File: src/rtl/gnn_pkg.sv
// Shared types, width helpers and default adjacency for the sequential GNN layer engine.
package gnn_pkg;

    typedef enum logic [1:0] {
        ST_IDLE = 2'd0,
        ST_AGG  = 2'd1,
        ST_MAC  = 2'd2,
        ST_DONE = 2'd3
    } gnn_state_e;

    // Ring on four nodes: bit n*4+m set means node n aggregates node m.
    localparam logic [15:0] GNN_ADJ_RING4 = 16'h6996;

    function automatic int unsigned agg_w(input int unsigned xw, input int unsigned n);
        return xw + $clog2(n + 1);
    endfunction

    function automatic int unsigned out_w(input int unsigned xw, input int unsigned ww,
                                          input int unsigned n, input int unsigned f);
        return agg_w(xw, n) + ww + $clog2(f + 1);
    endfunction

endpackage

File: src/rtl/gnn_mac.sv
// Shared signed multiply-accumulate with end-of-dot-product clear and ReLU on the result path.
module gnn_mac #(
    parameter int unsigned AW = 8,
    parameter int unsigned WW = 5,
    parameter int unsigned YW = 16
) (
    input  logic                 clk,
    input  logic                 rst_n,
    input  logic                 clr,
    input  logic                 en,
    input  logic                 last,
    input  logic                 relu_en,
    input  logic signed [AW-1:0] a,
    input  logic signed [WW-1:0] b,
    output logic signed [YW-1:0] result_c
);

    logic signed [AW+WW-1:0] prod_c;
    logic signed [YW-1:0]    acc_q;
    logic signed [YW-1:0]    sum_c;

    assign prod_c   = a * b;
    assign sum_c    = acc_q + YW'(prod_c);
    assign result_c = (relu_en && sum_c[YW-1]) ? '0 : sum_c;

    // Accumulator restarts after each completed dot product.
    always_ff @(posedge clk or negedge rst_n) begin
        if (!rst_n) begin
            acc_q <= '0;
        end else if (clr) begin
            acc_q <= '0;
        end else if (en) begin
            acc_q <= last ? '0 : sum_c;
        end
    end

endmodule

File: src/rtl/gnn_layer_seq.sv
// Time-multiplexed GNN layer: capture graph, aggregate neighbours per node, then one shared MAC for the dense transform.
module gnn_layer_seq
    import gnn_pkg::*;
#(
    parameter  int unsigned N_NODES = 4,
    parameter  int unsigned N_FEAT  = 4,
    parameter  int unsigned N_OUT   = 2,
    parameter  int unsigned XW      = 5,
    parameter  int unsigned WW      = 5,
    localparam int unsigned AW      = agg_w(XW, N_NODES),
    localparam int unsigned YW      = out_w(XW, WW, N_NODES, N_FEAT)
) (
    input  logic                             clk,
    input  logic                             rst_n,
    input  logic                             in_valid,
    output logic                             in_ready,
    input  logic [N_NODES*N_FEAT*XW-1:0]     x_flat,
    input  logic [N_FEAT*N_OUT*WW-1:0]       w_flat,
    input  logic [N_NODES*N_NODES-1:0]       adj,
    input  logic                             relu_en,
    output logic                             out_valid,
    input  logic                             out_ready,
    output logic [N_NODES*N_OUT*YW-1:0]      y_flat,
    output logic                             busy
);

    localparam int unsigned NW = (N_NODES > 1) ? $clog2(N_NODES) : 1;
    localparam int unsigned FW = (N_FEAT  > 1) ? $clog2(N_FEAT)  : 1;
    localparam int unsigned OW = (N_OUT   > 1) ? $clog2(N_OUT)   : 1;

    gnn_state_e state_q, state_d;

    logic signed [XW-1:0] x_q   [N_NODES][N_FEAT];
    logic signed [WW-1:0] w_q   [N_FEAT][N_OUT];
    logic [N_NODES-1:0]   adj_q [N_NODES];
    logic                 relu_q;

    logic signed [AW-1:0] agg_q [N_NODES][N_FEAT];
    logic signed [AW-1:0] agg_c [N_FEAT];
    logic signed [YW-1:0] y_q   [N_NODES][N_OUT];

    logic [NW-1:0] n_q;
    logic [OW-1:0] o_q;
    logic [FW-1:0] f_q;
    logic          n_last_c, o_last_c, f_last_c;
    logic          accept_c, mac_en_c;

    logic signed [AW-1:0] mac_a_c;
    logic signed [WW-1:0] mac_b_c;
    logic signed [YW-1:0] mac_y_c;

    assign accept_c = in_valid && in_ready;
    assign n_last_c = (n_q == NW'(N_NODES - 1));
    assign o_last_c = (o_q == OW'(N_OUT - 1));
    assign f_last_c = (f_q == FW'(N_FEAT - 1));
    assign mac_en_c = (state_q == ST_MAC);
    assign mac_a_c  = agg_q[n_q][f_q];
    assign mac_b_c  = w_q[f_q][o_q];

    // Next-state logic.
    always_comb begin
        state_d = state_q;
        case (state_q)
            ST_IDLE: if (accept_c)                         state_d = ST_AGG;
            ST_AGG:  if (n_last_c)                         state_d = ST_MAC;
            ST_MAC:  if (n_last_c && o_last_c && f_last_c) state_d = ST_DONE;
            ST_DONE: if (out_ready)                        state_d = ST_IDLE;
            default:                                       state_d = ST_IDLE;
        endcase
    end

    always_ff @(posedge clk or negedge rst_n) begin
        if (!rst_n) begin
            state_q   <= ST_IDLE;
            in_ready  <= 1'b1;
            out_valid <= 1'b0;
            busy      <= 1'b0;
        end else begin
            state_q   <= state_d;
            in_ready  <= (state_d == ST_IDLE);
            out_valid <= (state_d == ST_DONE);
            busy      <= (state_d == ST_AGG) || (state_d == ST_MAC);
        end
    end

    // Self term plus every flagged neighbour for the node currently addressed.
    always_comb begin
        for (int f = 0; f < N_FEAT; f++) begin
            agg_c[f] = AW'(x_q[n_q][f]);
            for (int m = 0; m < N_NODES; m++) begin
                if ((NW'(m) != n_q) && adj_q[n_q][m]) begin
                    agg_c[f] = agg_c[f] + AW'(x_q[m][f]);
                end
            end
        end
    end

    always_ff @(posedge clk or negedge rst_n) begin
        if (!rst_n) begin
            for (int n = 0; n < N_NODES; n++) begin
                adj_q[n] <= '0;
                for (int f = 0; f < N_FEAT; f++) begin
                    x_q[n][f]   <= '0;
                    agg_q[n][f] <= '0;
                end
                for (int o = 0; o < N_OUT; o++) y_q[n][o] <= '0;
            end
            for (int f = 0; f < N_FEAT; f++)
                for (int o = 0; o < N_OUT; o++) w_q[f][o] <= '0;
            relu_q <= 1'b0;
            n_q    <= '0;
            o_q    <= '0;
            f_q    <= '0;
        end else begin
            if (state_q == ST_IDLE && accept_c) begin
                for (int n = 0; n < N_NODES; n++) begin
                    adj_q[n] <= adj[n*N_NODES +: N_NODES];
                    for (int f = 0; f < N_FEAT; f++)
                        x_q[n][f] <= x_flat[(n*N_FEAT + f)*XW +: XW];
                end
                for (int f = 0; f < N_FEAT; f++)
                    for (int o = 0; o < N_OUT; o++)
                        w_q[f][o] <= w_flat[(f*N_OUT + o)*WW +: WW];
                relu_q <= relu_en;
                n_q    <= '0;
                o_q    <= '0;
                f_q    <= '0;
            end else if (state_q == ST_AGG) begin
                for (int f = 0; f < N_FEAT; f++) agg_q[n_q][f] <= agg_c[f];
                n_q <= n_last_c ? '0 : n_q + NW'(1);
            end else if (state_q == ST_MAC) begin
                // Feature is the inner loop, then output, then node.
                if (f_last_c) begin
                    y_q[n_q][o_q] <= mac_y_c;
                    f_q <= '0;
                    if (o_last_c) begin
                        o_q <= '0;
                        n_q <= n_last_c ? '0 : n_q + NW'(1);
                    end else begin
                        o_q <= o_q + OW'(1);
                    end
                end else begin
                    f_q <= f_q + FW'(1);
                end
            end
        end
    end

    gnn_mac #(
        .AW (AW),
        .WW (WW),
        .YW (YW)
    ) u_mac (
        .clk      (clk),
        .rst_n    (rst_n),
        .clr      (accept_c),
        .en       (mac_en_c),
        .last     (f_last_c),
        .relu_en  (relu_q),
        .a        (mac_a_c),
        .b        (mac_b_c),
        .result_c (mac_y_c)
    );

    for (genvar n = 0; n < N_NODES; n++) begin : g_y_node
        for (genvar o = 0; o < N_OUT; o++) begin : g_y_out
            assign y_flat[(n*N_OUT + o)*YW +: YW] = y_q[n][o];
        end
    end

endmodule

File: config.mk
export PLATFORM = sky130hd
export DESIGN_NAME = gnn_layer_seq
export DESIGN_NICKNAME = d
export VERILOG_FILES = /design/src/rtl/gnn_pkg.sv /design/src/rtl/gnn_mac.sv /design/src/rtl/gnn_layer_seq.sv
export SDC_FILE = /design/constraint.sdc
export NUM_CORES = 1
export LEC_CHECK = 0
export BUFFER_PORTS_ARGS = -buffer_cell sky130_fd_sc_hd__buf_2
export CAP_MARGIN = 10
export CORE_MARGIN = 3
export CORE_UTILIZATION = 54
export CTS_CLUSTER_SIZE = 20
export DETAILED_ROUTE_END_ITERATION = 10
export PLACE_DENSITY = 0.74
export SLEW_MARGIN = 20
export SYNTH_ARGS = -nofsm -noshare
export SYNTH_HDL_FRONTEND = slang
export SYNTH_SLANG_ARGS = --single-unit
File: constraint.sdc
create_clock -name clk -period 16.45 [get_ports clk]
set_input_delay 0.8225 -clock clk [delete_from_list [all_inputs] [get_ports clk]]
set_output_delay 0.8225 -clock clk [all_outputs]
set_load 0.02 [all_outputs]
## Word level (Yosys, flattened, before mapping)

Index checks and enable logic that the tools add are counted.

| word-level totals | value |
|---|---|
| input bits | 141 |
| register bits | 419 |
| word-level logic and storage cells | 205 |
| output and inout bits | 131 |

| cells by class | value |
|---|---|
| add/sub/neg operators | 20 |
| mux-type cells | 75 |
| equality and inequality tests | 12 |
| reduce and logical (&&, ||, !) cells | 26 |
| $lt $le $gt $ge | 5 |
| $mul | 1 |
| bitwise operators | 5 |

Operators by type and width:

| operator | number |
|---|---|
| bitwise mux 128 bit | 5 |
| demux 32 bit (select 2 bit) | 5 |
| 2-to-1 mux 8 bit | 19 |
| 2-to-1 mux 32 bit | 4 |
| adder 8 x 5 -> 8 bit | 12 |
| 2-to-1 mux 16 bit | 6 |
| binary-select mux 32 bit (select 2 bit) | 1 |
| binary-select mux 20 bit (select 2 bit) | 1 |
| 2-to-1 mux 20 bit | 2 |
| 2-to-1 mux 2 bit | 14 |
| adder 5 x 5 -> 6 bit | 4 |
| 2-to-1 mux 24 bit | 1 |
| binary-select mux 10 bit (select 2 bit) | 1 |
| 2-to-1 mux 10 bit | 2 |
| adder 16 x 13 -> 16 bit | 1 |
| binary-select mux 8 bit (select 2 bit) | 1 |
| demux 16 bit (select 1 bit) | 1 |
| 2-to-1 mux 5 bit | 3 |
| multiplier 8 x 5 -> 13 bit | 1 |
| equality test 2 bit, second input constant | 6 |
| logical AND 1 bit | 11 |
| nonzero test 3 bit | 3 |
| binary-select mux 4 bit (select 2 bit) | 1 |
| 2-to-1 mux 4 bit | 2 |
| other kinds (21) | 37 |

## Longest topological paths before layout

| logic depth | value |
|---|---|
| depth after elaboration | 16 |
| depth in mapped cells | 37 |
| mapped depth without buffers | 30 |

## Cells and area by module

From an unflattened synthesis, not the netlist that was laid out.

| unflattened totals | value |
|---|---|
| cell total of the unflattened synthesis | 2,159 |
| area total of the unflattened synthesis | 25,155.4 µm² |

By module, submodules not included:

| module | times used | area each (µm²) | seq. area each (µm²) | cells each |
|---|---|---|---|---|
| gnn_layer_seq | 1 | 22,258.8 | 10,085.9 | 1,861 |
| gnn_mac | 1 | 2,896.5 | 400.4 | 298 |

## Worst setup path before layout

No wires, ideal clock.

| timing | value |
|---|---|
| kind | register to register |
| from | register n_q[1] |
| to | register y_q (netlist bit y_flat[101]) |
| setup time | 0.067 ns |
| setup slack | 10.112 ns |
| arrival | 6.271 ns |
| required time | 16.383 ns |
| clock period less this slack | 6.338 ns |
| stages on the path, launching flop included | 24 |
| buffers on the path | 5 |
| path through | dfrtp_1 buf_2 buf_1 clkbuf_1 mux4_1 mux4_2 nor2b_1 inv_1 fa_1 fa_1 inv_1 fa_1 ha_1 ha_1 a21oi_1 nor2b_1 o21ai_0 nand2b_1 or3_1 and3_1 clkbuf_1 nor2_1 buf_2 a22o_1 |

| between the ends | value |
|---|---|
| longest elaborated chain between the ends | 12 |
| elaborated cells between the ends (all ways) | 17 |
| those cells by class | 1 x add/sub; 1 x mul; 2 x order compare; 10 x mux; 1 x bitwise; 2 x reduce/logical |

RTL lines:

| item | line | source |
|---|---|---|
| start, declared | gnn_layer_seq.sv:42 | `logic [NW-1:0] n_q;` |
| start signal, assigned | gnn_layer_seq.sv:130 | `n_q <= n_last_c ? '0 : n_q + NW'(1);` |
| start signal, assigned | gnn_layer_seq.sv:138 | `n_q <= n_last_c ? '0 : n_q + NW'(1);` |
| NOT 2 -> 3 bit (implied by the code) (*) | gnn_layer_seq.sv:57, gnn_layer_seq.sv:134 |  |
| binary-select mux 32 bit (select 2 bit) | gnn_layer_seq.sv:57 | `assign mac_a_c = agg_q[n_q][f_q];` |
| 2-to-1 mux 32 bit (implied by the code) (2 in series) | gnn_layer_seq.sv:57 |  |
| binary-select mux 8 bit (select 2 bit) | gnn_layer_seq.sv:57 |  |
| 2-to-1 mux 8 bit (implied by the code) (2 in series) | gnn_layer_seq.sv:57 |  |
| multiplier 8 x 5 -> 13 bit | gnn_mac.sv:22 | `assign prod_c = a * b;` |
| adder 16 x 13 -> 16 bit | gnn_mac.sv:23 | `assign sum_c = acc_q + YW'(prod_c);` |
| logical AND 1 bit | gnn_mac.sv:24 | `assign result_c = (relu_en && sum_c[YW-1]) ? '0 : sum_c;` |
| 2-to-1 mux 16 bit | gnn_mac.sv:24 |  |
| bitwise mux 128 bit (*) | gnn_layer_seq.sv:134 | `y_q[n_q][o_q] <= mac_y_c;` |
| end signal, assigned by index | gnn_layer_seq.sv:134 |  |
| end, declared | gnn_layer_seq.sv:40 | `logic signed [YW-1:0] y_q [N_NODES][N_OUT];` |

Mark *: on every way between the ends. The rest lies on a longest branch, timed or not. The select of a mux whose other input is x is not followed.
A chain may end at the register's enable or synchronous reset.

## Worst setup path in the final report

| timing | value |
|---|---|
| from | register n_q[0] |
| to | register y_q (netlist bit y_flat[66]) |

The elaborated chain is that of the path after synthesis.

==> out/qor.txt <==
max-cap viol count -> 0
cell area after synthesis -> 24,700 sq um
final wirelength -> 64,200 um
Total Nets Final -> 2,760
first-pass GRT wire length -> 102,000 um
Post-synth EDFFs -> 0
most frequent cells after synthesis -> dfrtp_1 (418), nand2_1 (222), mux2_2 (175)
post-DP HPWL -> 47,700 um
Routed WL per cell -> 21.1 um
dpl cell area -> 26,500 sq um
1st-iter DRT viols -> 1,142
area grow syn2layout -> 13.0%
H-tree levels -> 2
Max-slew headroom -> 30.6%
Max Buffers Root-to-Sink -> 3
outcome -> finished clean
average cell area after synthesis -> 11.3 sq um
sequential-to-total area share from yosys stat -> 42.4%
CP Buf/Inv Count -> 3
pin count of the biggest net entering global routing -> 100
via count -> 18,200
count leader, synth -> dfrtp_1
DR DRC count -> 0
Post-synth top flop -> dfrtp_1
Setup TNS -> 0 ns
vias in the first global route -> 18,500
Reg-to-Reg End -> y_flat[66]$_DFFE_PN0P_
top cell type's share of synthesized area -> 42.3%
I/O pin cnt -> 272
critical path arrival -> 8.06 ns
antenna viol nets, final -> 0
setup slack, reg-to-reg -> 8.89 ns
library cells used by synthesis -> 64
Worst setup SP type -> flip-flop
Yosys top cell by area -> dfrtp_1
Worst Hold Class -> input port to asynchronous set/reset pin
fmax -> 0.132 GHz
# Post-CTS Setup Buffers -> 0
CTS tree -> yes
Cell Count, Final, Fillers Out -> 3,042
design area -> 27,900 sq um
minimum clock period -> 7.56 ns
Total Die Area -> 48,400 sq um
CP Class -> flip-flop to flip-flop
Worst setup EP type -> flip-flop
Die Span X -> 220 um
critical path's largest stage delay -> 0.79 ns
# fillers -> 3,530
cell family with most CP delay -> adder cells
required time of the critical path -> 16.95 ns
CP Max Fanout -> 47
Num CTS Buffers -> 44
Core Rows -> 77
final hold violation count -> 0
fraction of layout cells with a size suffix above 1 -> 26.2%
clock-pin slew of the registers on the worst-case setup and hold paths -> 0.06 ns
Max Slew Vio Count -> 0
crit-path most repeated cell -> fa_1
Ys Warns -> 0
setup violators final -> 0
Remaining Overflow, GRT -> 0
# placed instances -> 2,962
hold buffer count at cts -> 0
Worst Skew -> 0.0166 ns
die height -> 220 um
Tot GR Track Use -> 26.9%
core region area -> 44,700 sq um
initial core utilization -> 55.3%
worst path cell trace -> buf_4 > mux4_1 > mux4_2 > nor2b_1 > inv_1 > fa_1 > fa_1 > inv_1 > fa_1 > ha_1 > ha_1 > o21ai_0 > nand2b_1 > a21oi_1 > a211oi_1 > or3_1 > and3_1 > nor2_1 > a22o_1
Avg Vias per Cell -> 5.97
RSZ-0062 raised after global routing -> false
hold_ws -> 0.265 ns
slew at the pin closest to its max-slew limit -> 1.04 ns
largest cells by area after synthesis -> dfrtp_1 (42%), mux2_2 (8.0%), ha_1 (7.1%)
Tcrit/Tclk final -> 46.0%
Async SR Flop Fraction -> 100%
Synth Net Count -> 2,527
Port-buffer cells -> 271
initial antenna violation count -> 6
clk root buf -> clkbuf_16
Reg2Reg Launch Point -> n_q[0]$_DFFE_PN0P_
DRT Pass-1 Iters -> 8
Synth Register Bits -> 419
GPL Wtd Cong -> 0.889
post-synthesis cell count -> 2,183
slowest CP cell -> buf_4
clk_lat worst skew -> 0.57 ns
Reg2Reg Depth -> 19
post-CTS sizing -> 0
clk sinks -> 419
## placed cells by master (no fill, tap or decap), types with 16 or more instances in the layout
cell,count
nor2_1,102
o21ai_1,29
buf_4,26
mux2_2,175
buf_2,270
mux4_2,51
xor2_1,26
ha_1,141
clkbuf_16,46
dfrtp_1,416
nor2b_1,38
nand2_1,221
inv_1,122
a22o_1,102
xnor2_1,56
nand2b_1,17
o21ai_0,153
o31ai_1,32
a21oi_1,75
a21o_1,23
fa_1,62
a211oi_1,18
o21a_1,16
mux4_1,23
## worst reg2reg max path, cell delays in order, from the launching register on
cell	delay, ns
dfrtp_4	0.57
buf_4	0.79
mux4_1	0.69
mux4_2	0.54
nor2b_1	0.22
inv_1	0.35
fa_1	0.51
fa_1	0.55
inv_1	0.05
fa_1	0.43
ha_1	0.28
ha_1	0.33
o21ai_0	0.19
nand2b_1	0.07
a21oi_1	0.20
a211oi_1	0.08
or3_1	0.36
and3_1	0.35
nor2_1	0.67
a22o_1	0.24
## cell families (layout without fill, tap and decap cells)
group / count (synthesis) / after routing / share of synthesized area [%]
compound gates: 518 / 518 / 13.8
simple gates: 453 / 453 / 8.11
flops: 419 / 419 / 42.4
mux: 270 / 270 / 16.3
buf+inv: 238 / 501 / 4.29
fa+ha+maj: 203 / 203 / 12.2
xor+xnor: 82 / 82 / 2.90
other cells: 0 / 4 / 0
## layout make-up
type | instances | area (sq um) | area share, %
diodes | 4 | 10.0 | 0.0358
inverters | 126 | 473 | 1.69
repair buffers | 299 | 1580 | 5.67
clock inverters | 17 | 164 | 0.587
well taps | 592 | 741 | 2.65
multi-input cells | 1526 | 13200 | 47.3
flip-flops and latches | 419 | 10500 | 37.5
clock buffers | 59 | 1270 | 4.55
## metal layers
layer  GRT usage [%]  share of wire, %  vias to the layer above
li1                -                 -                     8285
met4            11.2               4.1                        8
met3            4.61               6.8                      160
met2            46.9                49                      647
met5               0             0.086                        -
met1            33.2                40                     9064
## worst max path at each step
stage | startpoint | endpoint | slack (ns) | cells past startpoint
5_1_grt | n_q[0]$_DFFE_PN0P_ | y_flat[72]$_DFFE_PN0P_ | 8.41 | 19
4_1_cts | n_q[0]$_DFFE_PN0P_ | y_flat[66]$_DFFE_PN0P_ | 8.86 | 19
6_report | n_q[0]$_DFFE_PN0P_ | y_flat[66]$_DFFE_PN0P_ | 8.89 | 19
3_3_place_gp | n_q[0]$_DFFE_PN0P_ | y_flat[72]$_DFFE_PN0P_ | 9.09 | 19
3_5_place_dp | n_q[0]$_DFFE_PN0P_ | y_flat[66]$_DFFE_PN0P_ | 8.90 | 19
2_1_floorplan | n_q[1]$_DFFE_PN0P_ | y_flat[101]$_DFFE_PN0P_ | 10.11 | 23
## per-stage QoR
step                      utilization, %  setup WS (ns)
after floorplan                        -          10.11
after global placement              59.2           9.09
after detailed placement            59.2           8.90
after CTS                           62.5           8.86
after global routing                62.5           8.41
final                               62.5           8.89
## sequential cells by signal, summed over array words and instances, names as in the netlist
signal / count
n_q: 2
out_valid: 1
agg_q: 128
in_ready: 1
o_last_c: 1
x_q: 80
u_mac.acc_q: 16
relu_q: 1
f_q: 2
state_q: 2
adj_q: 16
busy: 1
w_q: 40
y_flat: 128
Power is not shown: default switching activity piles up to over one toggle a cycle in this logic, so the estimate is an artifact.
